$ cat src/rtl/rv32_pkg.sv
// Shared RV32I_X core types and constants used by the fetch path.
package rv32_pkg;

  localparam int unsigned XLEN      = 32;
  localparam int unsigned ILEN      = 32;
  localparam logic [31:0] INSTR_NOP = 32'h0000_0013;

  typedef struct packed {
    logic [XLEN-1:0] pc;
    logic [ILEN-1:0] instr;
  } fetch_entry_t;

  typedef enum logic {
    ST_BOOT = 1'b0,
    ST_RUN  = 1'b1
  } ifu_state_t;

  function automatic logic [XLEN-1:0] align_word(input logic [XLEN-1:0] addr);
    return addr & ~32'h3;
  endfunction

endpackage

$ cat src/rtl/rv32_ifu_fifo.sv
// Synchronous FIFO of fetch entries with a registered head that holds its last value when empty.
module rv32_ifu_fifo
  import rv32_pkg::*;
#(
  parameter int unsigned DEPTH = 2
) (
  input  logic                       clk,
  input  logic                       rst_n,
  input  logic                       i_push,
  input  fetch_entry_t               i_push_data,
  input  logic                       i_pop,
  input  logic                       i_flush,
  output logic [$clog2(DEPTH):0]     o_occ,
  output fetch_entry_t               o_head
);

  localparam int unsigned AW = $clog2(DEPTH);
  localparam int unsigned OW = AW + 1;

  fetch_entry_t   r_mem [DEPTH];
  fetch_entry_t   r_head;
  fetch_entry_t   w_head_nxt;
  logic [AW-1:0]  r_wr_ptr;
  logic [AW-1:0]  r_rd_ptr;
  logic [OW-1:0]  r_occ;
  logic           w_wr;
  logic           w_rd;

  assign w_wr = i_push & ~i_flush;
  assign w_rd = i_pop & ~i_flush;

  // The head register looks one entry ahead so decode sees a flopped value every cycle.
  always_comb begin
    w_head_nxt = r_head;
    if (w_rd) begin
      if (r_occ > OW'(1))
        w_head_nxt = r_mem[r_rd_ptr + AW'(1)];
      else if (w_wr)
        w_head_nxt = i_push_data;
    end else if (r_occ == '0 && w_wr) begin
      w_head_nxt = i_push_data;
    end
  end

  always_ff @(posedge clk) begin
    if (w_wr)
      r_mem[r_wr_ptr] <= i_push_data;
  end

  always_ff @(posedge clk or negedge rst_n) begin
    if (!rst_n) begin
      r_wr_ptr <= '0;
      r_rd_ptr <= '0;
      r_occ    <= '0;
      r_head   <= '0;
    end else begin
      r_head <= w_head_nxt;
      if (i_flush) begin
        r_wr_ptr <= '0;
        r_rd_ptr <= '0;
        r_occ    <= '0;
      end else begin
        if (w_wr) r_wr_ptr <= r_wr_ptr + AW'(1);
        if (w_rd) r_rd_ptr <= r_rd_ptr + AW'(1);
        r_occ <= r_occ + OW'(w_wr) - OW'(w_rd);
      end
    end
  end

  assign o_occ  = r_occ;
  assign o_head = r_head;

  a_no_overflow: assert property (@(posedge clk) disable iff (!rst_n)
    !(w_wr && !w_rd && r_occ == OW'(DEPTH)));

endmodule

$ cat src/rtl/rv32_ifu.sv
// RV32I_X instruction fetch unit: credit-gated sequential ICCM fetch feeding decode through a small FIFO.
module rv32_ifu
  import rv32_pkg::*;
#(
  parameter logic [31:0] RESET_PC   = 32'h0000_0000,
  parameter int unsigned FIFO_DEPTH = 2
) (
  input  logic        clk,
  input  logic        rst_n,
  output logic [31:0] iccm_rd_addr,
  output logic        iccm_rden,
  input  logic [31:0] iccm_rd_data,
  input  logic        redirect_valid,
  input  logic [31:0] redirect_pc,
  input  logic        dec_ready,
  output logic        dec_valid,
  output logic [31:0] dec_instr,
  output logic [31:0] dec_pc
);

  localparam int unsigned OW = $clog2(FIFO_DEPTH) + 1;

  ifu_state_t     r_state;
  logic [31:0]    r_fetch_pc;
  logic           r_inflight;
  logic [31:0]    r_inflight_pc;

  logic [OW-1:0]  w_occ;
  logic [OW:0]    w_need;
  fetch_entry_t   w_head;
  fetch_entry_t   w_push_data;
  logic           w_pop;
  logic           w_push;
  logic           w_issue;

  assign dec_valid = (w_occ != '0) & ~redirect_valid;
  assign w_pop     = dec_valid & dec_ready;

  // Credits count buffered entries left after this cycle's pop plus the read still in flight.
  assign w_need  = {1'b0, w_occ} - (OW+1)'(w_pop) + (OW+1)'(r_inflight);
  assign w_issue = (r_state == ST_RUN) & ~redirect_valid & (w_need < (OW+1)'(FIFO_DEPTH));

  assign iccm_rden    = w_issue;
  assign iccm_rd_addr = r_fetch_pc;

  assign w_push            = r_inflight & ~redirect_valid;
  assign w_push_data.pc    = r_inflight_pc;
  assign w_push_data.instr = iccm_rd_data;

  always_ff @(posedge clk or negedge rst_n) begin
    if (!rst_n) begin
      r_state       <= ST_BOOT;
      r_fetch_pc    <= align_word(RESET_PC);
      r_inflight    <= 1'b0;
      r_inflight_pc <= '0;
    end else begin
      case (r_state)
        ST_BOOT: r_state <= ST_RUN;
        default: r_state <= ST_RUN;
      endcase
      if (redirect_valid)
        r_fetch_pc <= align_word(redirect_pc);
      else if (w_issue)
        r_fetch_pc <= r_fetch_pc + 32'd4;
      r_inflight <= w_issue;
      if (w_issue)
        r_inflight_pc <= r_fetch_pc;
    end
  end

  rv32_ifu_fifo #(
    .DEPTH (FIFO_DEPTH)
  ) u_fifo (
    .clk         (clk),
    .rst_n       (rst_n),
    .i_push      (w_push),
    .i_push_data (w_push_data),
    .i_pop       (w_pop),
    .i_flush     (redirect_valid),
    .o_occ       (w_occ),
    .o_head      (w_head)
  );

  assign dec_instr = w_head.instr;
  assign dec_pc    = w_head.pc;

endmodule

$ cat config.mk
export PLATFORM = sky130hd
export DESIGN_NAME = rv32_ifu
export DESIGN_NICKNAME = d
export VERILOG_FILES = /design/src/rtl/rv32_pkg.sv /design/src/rtl/rv32_ifu_fifo.sv /design/src/rtl/rv32_ifu.sv
export SDC_FILE = /design/constraint.sdc
export NUM_CORES = 1
export LEC_CHECK = 0
export CAP_MARGIN = 30
export CELL_PAD_IN_SITES_DETAIL_PLACEMENT = 1
export CELL_PAD_IN_SITES_GLOBAL_PLACEMENT = 1
export CORE_MARGIN = 3
export CORE_UTILIZATION = 26
export CTS_CLUSTER_SIZE = 10
export DETAILED_ROUTE_END_ITERATION = 8
export MAX_ROUTING_LAYER = met4
export PLACE_DENSITY = 0.64
export SLEW_MARGIN = 20
export SYNTH_ARGS = -nofsm -noshare
export SYNTH_HDL_FRONTEND = slang
export SYNTH_SLANG_ARGS = --single-unit
$ cat constraint.sdc
create_clock -name clk -period 9.1 [get_ports clk]
set_input_delay 0.91 -clock clk [delete_from_list [all_inputs] [get_ports clk]]
set_output_delay 0.91 -clock clk [all_outputs]
set_load 0.005 [all_outputs]
**After elaboration in Yosys (flattened, before gate mapping)**

Memories as Yosys holds them, arrays and structs flattened.
Index checks and enable logic that the tools add are counted.

- Memories kept: 1
- Memory bits (writable): 128
- Register bits: 134
- Input port bits: 68

Memories:

| name | depth | width | read ports | clocked after memory_dff | wr ports | line | source |
|---|---|---|---|---|---|---|---|
| u_fifo.r_mem | 2 | 64 | 1 | 0 | 1 | rv32_ifu_fifo.sv:20 | `fetch_entry_t r_mem [DEPTH];` |

- Add/sub/neg operators: 7
- Equality and inequality tests: 1
- Mux-type cells: 13
- $lt $le $gt $ge: 2
- Reductions and logical operators: 8
- Bitwise operators: 8

Operators with widths:

| cell | number |
|---|---|
| 64-bit two-way mux | 4 |
| 32-bit two-way mux | 2 |
| 32-bit by 3-bit adder with 32-bit output, second input constant | 1 |
| 2-bit nonzero test | 5 |
| 1-bit AND | 7 |
| 1-bit two-way mux | 6 |
| 3-bit by 1-bit adder with 3-bit output | 1 |
| 3-bit by 2-bit < comparator with 1-bit output, second input constant | 1 |
| 3-bit by 2-bit != test with 1-bit output, second input constant | 1 |
| 2-bit by 1-bit subtractor with 3-bit output | 1 |
| 1-bit adder, second input constant | 2 |
| 2-bit by 1-bit adder with 2-bit output | 1 |
| 2-bit by 1-bit greater-than comparator with 1-bit output, second input constant | 1 |
| 2-bit zero test | 1 |
| 2-bit two-way mux | 1 |
| 2-bit AND reduction | 1 |
| 2-bit by 1-bit subtractor with 2-bit output | 1 |
| 1-bit logical AND | 1 |
| 1-bit NOT | 1 |

**Depth between registers and ports, before layout**

- Depth after elaboration: 9
- Mapped depth: 14
- Gate-level depth less buffers: 12

**Modules after synthesis**

A second synthesis with hierarchy kept.

- Cells, all modules: 778
- Area, all modules: 11089.4 um^2

Modules (own cells, without submodules):

| module | instances | cells an instance | area an instance (um^2) |
|---|---|---|---|
| rv32_ifu_fifo | 1 | 431 | 8001.4 |
| rv32_ifu | 1 | 347 | 3088.0 |

**Worst setup path after synthesis**

OpenSTA, ideal clock, no wires.

- Path type: input-to-reg
- Start: input redirect_valid
- End: memory u_fifo.r_mem[0][0] (netlist name) (enable)
- Data arrival time: 4.049 ns
- Setup slack: 4.562 ns
- Buffers on the path: 1
- Stages: 3
- Required time: 8.610 ns
- Cell sequence: buf_1 -> nor2b_1 -> nor2b_1

- Cells in the longest elaborated chain, start to end: 5

Ends and longest elaborated chain:

| what | line | source |
|---|---|---|
| start, declared | rv32_ifu.sv:13 | `input logic redirect_valid,` |
| 1-bit NOT (*) | rv32_ifu_fifo.sv:29, rv32_ifu.sv:46 |  |
| 1-bit AND | rv32_ifu.sv:46 | `assign w_push = r_inflight & ~redirect_valid;` |
| 1-bit AND (*) | rv32_ifu_fifo.sv:29 | `assign w_wr = i_push & ~i_flush;` |
| 1-bit two-way mux (*) | rv32_ifu_fifo.sv:46 | `if (w_wr)` |
| 1-bit two-way mux (implied by the code) (*) | rv32_ifu_fifo.sv:47 | `r_mem[r_wr_ptr] <= i_push_data;` |
| end, declared | rv32_ifu_fifo.sv:20 |  |

Mark *: on every way between the ends. The rest lies on a longest branch, timed or not.

**Worst setup path after layout**

- Start: input redirect_valid
- End: output iccm_rden

- Cells in the longest elaborated chain, start to end: 7

Ends and longest elaborated chain:

| what | line | source |
|---|---|---|
| 1-bit NOT (*) | rv32_ifu.sv:36, rv32_ifu.sv:41 |  |
| 1-bit AND | rv32_ifu.sv:36 | `assign dec_valid = (w_occ != '0) & ~redirect_valid;` |
| 1-bit AND | rv32_ifu.sv:37 | `assign w_pop = dec_valid & dec_ready;` |
| 2-bit by 1-bit subtractor with 3-bit output | rv32_ifu.sv:40 | `assign w_need = {1'b0, w_occ} - (OW+1)'(w_pop) + (OW+1)'(r_inflight);` |
| 3-bit by 1-bit adder with 3-bit output | rv32_ifu.sv:40 |  |
| 3-bit by 2-bit < comparator with 1-bit output | rv32_ifu.sv:41 | `assign w_issue = (r_state == ST_RUN) & ~redirect_valid & (w_need < (OW+1)'(FIFO_DEPTH));` |
| 1-bit AND (*) | rv32_ifu.sv:41 |  |
| end, declared | rv32_ifu.sv:11 | `output logic iccm_rden,` |

Marks and branches as above.

==> impl_metrics.env <==
export IMPL_postCtsHoldBufs=0
export IMPL_ys_seq_area_share_pct=66.3
export IMPL_synth_top_area_share_pct=35.6
export IMPL_antennaDiodeCount=0
export IMPL_start_kind="primary input"
export IMPL_final_setup_viol_count=0
export IMPL_chipWidth_um=207
export IMPL_ios=166
export IMPL_hpwl_um=17700
export IMPL_synth_async_reset_ratio_pct=50.8
export IMPL_grt_pass1_wl_um=44900
export IMPL_syn_area_mm2=0.0105
export IMPL_cts_clk_slew_worst_paths_ns=0.06
export IMPL_start_util_pct=26.7
export IMPL_outcome="complete, no violations"
export IMPL_drt_met1_wl_um=13200
export IMPL_cts_made_buffers=30
export IMPL_synth_area_leaders="edfxtp_1 (36%), dfrtp_1 (31%), nand2_1 (8.8%)"
export IMPL_track_usage_pct=13.6
export IMPL_crit_chain="clkdlybuf4s50_1 -> buf_4 -> nor2_1 -> and2_1 -> ha_1 -> nand2b_1 -> fa_1 -> xor2_1 -> or3_4 -> inv_1 -> clkdlybuf4s50_1"
export IMPL_cts_tree="yes"
export IMPL_place_congestion=0.791
export IMPL_cap_violations=0
export IMPL_cts_resized=0
export IMPL_avgSynthCellArea_um2=11.6
export IMPL_ant_nets=0
export IMPL_synth_cells=904
export IMPL_seq_area_mm2=0.00693
export IMPL_seq_power_share_pct=46.6
export IMPL_final_common_cell="nand2_1"
export IMPL_cts_setup_buffers=0
export IMPL_switchingPower_mw=1.04
export IMPL_power_per_cell_area_mw_per_mm2=271
export IMPL_first_global_vias=7837
export IMPL_combPwrFrac_pct=22.6
export IMPL_finalCritPeriodShare_pct=59.8
export IMPL_wl_met3_um=1250
export IMPL_critPathMaxStageDelay_ns=0.62
export IMPL_synth_cell_types=43
export IMPL_end_kind="output pin"
export IMPL_rsz0062_at_grt="no"
export IMPL_hold_viol_final=0
export IMPL_final_nets=1127
export IMPL_crit_fanout=56
export IMPL_drive_gt1_share_pct=5.75
export IMPL_hold_class="primary input to async pin"
export IMPL_drtPass1Iterations=4
export IMPL_slew_viol_final=0
export IMPL_fin_setup_tns_ns=0
export IMPL_relSlewSlack_pct=40.2
export IMPL_holdWs_ns=0.384
export IMPL_antenna_found_initial=0
export IMPL_final_cell_mix="nand2_1 (244), clkdlybuf4s50_1 (158), o21ai_0 (140)"
export IMPL_tightest_slew_ns=0.888
export IMPL_crit_required_ns=8.19
export IMPL_cp_top_family="buffers and inverters"
export IMPL_grt_max_degree=89
export IMPL_timing_final_ws_setup_ns=3.66
export IMPL_die_area_mm2=0.0426
export IMPL_viasPerCell=4.60
export IMPL_grt_overflow_total=0
export IMPL_crit_type="primary input to output pin"
export IMPL_ys_flop_type="dfrtp_1"
export IMPL_ir_drop_mv=0.108
export IMPL_dp_worst_setup_slack_ns=3.63
export IMPL_crit_slowest_cell="or3_4"
export IMPL_highest_layer="met4"
export IMPL_r2r_slack_ns=4.88
export IMPL_core_area_mm2=0.0392
export IMPL_dr_wl_met2_um=12800
export IMPL_netlist_top_cell_by_area="edfxtp_1"
export IMPL_wl_per_cell_um=17.4
export IMPL_ys_ff_latch=252
export IMPL_insertion_delay_ns=0.54
export IMPL_syn_to_final_growth_pct=29.7
export IMPL_critPathBufInv=4
export IMPL_synth_edf_count=124
export IMPL_clock_power_share_pct=30.8
export IMPL_clockBufferDepth=3
export IMPL_final_min_clock_period_ns=5.44
export IMPL_via_count=7342
export IMPL_crit_top_cell="clkdlybuf4s50_1"
export IMPL_port_buffers=159
export IMPL_htreeDepth=1
export IMPL_power_leakage_nw=5.04
export IMPL_intPower_mw=2.64
export IMPL_multi_input_comb_area_mm2=0.00328
export IMPL_first_iter_violations=343
export IMPL_fp_dieH_um=207
export IMPL_drcViolationCount=0
export IMPL_finClkSkew_ns=0.00699
export IMPL_wl_um=27800
export IMPL_synth_warnings=0
export IMPL_swShare_pct=28.4
export IMPL_cts_root_buf="clkbuf_16"
export IMPL_filler_cell_count=4282
export IMPL_worstPathArrival_ns=4.53
export IMPL_fmax_mhz=184
export IMPL_cts_sinks=252
export IMPL_rows=72
-- power by group through the flow --
stage	sequential [mW]	clock, mW	combinational, mW
after floorplan	1.68	0	0.355
after global placement	1.72	0	0.828
after detailed placement	1.74	0	0.846
after CTS	1.72	1.18	0.851
after global routing	1.76	1.22	0.946
final	1.71	1.13	0.832
-- layer usage --
metal | GRT usage [%] | vias to the layer above
met4 | 3.49 | 0
met2 | 21.4 | 166
met1 | 18.5 | 3626
met3 | 1.94 | 40
met5 | - | -
li1 | - | 3510
-- state kept, by name, summed over array words and instances, names as in the netlist --
signal	count
u_fifo.o_head	62
u_fifo.r_rd_ptr	1
u_fifo.r_mem	124
r_inflight	1
iccm_rd_addr	30
u_fifo.r_wr_ptr	1
r_state	1
r_inflight_pc	30
u_fifo.o_occ	2
-- per-stage QoR --
step / cells / area, um2 / total power, mW / util, %
final: 1596 / 13600 / 3.68 / 34.6
after global routing: 1596 / 13600 / 3.93 / 34.6
after CTS: 1593 / 13500 / 3.75 / 34.4
after detailed placement: 1537 / 12600 / 2.59 / 32.0
after global placement: 1536 / 12500 / 2.55 / 32.0
after floorplan: 907 / 10500 / 2.03 / -
-- kinds of logic after synthesis --
kind of cell    after synthesis  synth area share [%]
xor+xnor                      7                 0.587
simple gates                329                  13.4
flops                       252                  66.3
fa+ha+maj                     5                 0.670
buf+inv                      62                  2.74
other cells                   2                0.0718
compound gates              182                  10.1
mux                          65                  6.22
-- path summary, 6_finish.rpt --
kind / from / endpoint / depth (start not counted)
max: redirect_valid / iccm_rden / 11
min: rst_n / iccm_rd_addr[3] / 1
max reg2reg: u_fifo.o_occ[1] / iccm_rd_addr[8] / 13
min reg2reg: u_fifo.o_head[9] / u_fifo.o_head[9] / 2
max in group asynchronous: rst_n / iccm_rd_addr[5] / 3
min in group clk: u_fifo.o_head[9] / u_fifo.o_head[9] / 2
-- cell usage after synthesis, types with 2 or more instances --
| library cell | n |
|---|---|
| nand2_1 | 244 |
| o21ai_0 | 140 |
| dfrtp_1 | 128 |
| edfxtp_1 | 124 |
| mux2i_1 | 65 |
| clkbuf_1 | 25 |
| nor2_1 | 19 |
| nand3_1 | 16 |
| buf_2 | 13 |
| a221o_1 | 10 |
| buf_1 | 10 |
| nand4_1 | 10 |
| nor3_1 | 8 |
| o211ai_1 | 8 |
| o311ai_0 | 8 |
| inv_1 | 7 |
| and2_1 | 6 |
| and3_1 | 6 |
| a22oi_1 | 4 |
| buf_4 | 4 |
| ha_1 | 4 |
| nor4_1 | 4 |
| xor2_1 | 4 |
| a21oi_1 | 3 |
| a31o_2 | 3 |
| buf_6 | 3 |
| nand2b_1 | 3 |
| nor2b_1 | 3 |
| o311ai_1 | 3 |
| xnor2_1 | 3 |
| and4_1 | 2 |
| conb_1 | 2 |
| or4_1 | 2 |
-- layout make-up --
type	count	area share, %
Multi-Input combinational cell	593	24.2
Clock buffer	56	6.94
Tap cell	518	4.78
Inverter	7	0.194
Timing Repair Buffer	170	12.8
Sequential cell	252	51.1
-- worst reg2reg max path, stage by stage, from the launching register on --
cell      delay, ns
dfrtp_1        0.50
nor2_1         0.26
nor2_1         0.10
and2_1         0.19
ha_1           0.26
nand2b_1       0.16
fa_1           0.38
xor2_1         0.41
or3_4          0.62
inv_1          0.15
buf_4          0.32
nor2_2         0.50
o21ai_0        0.17
o211ai_1       0.11
(Power assumes the default switching activity.)
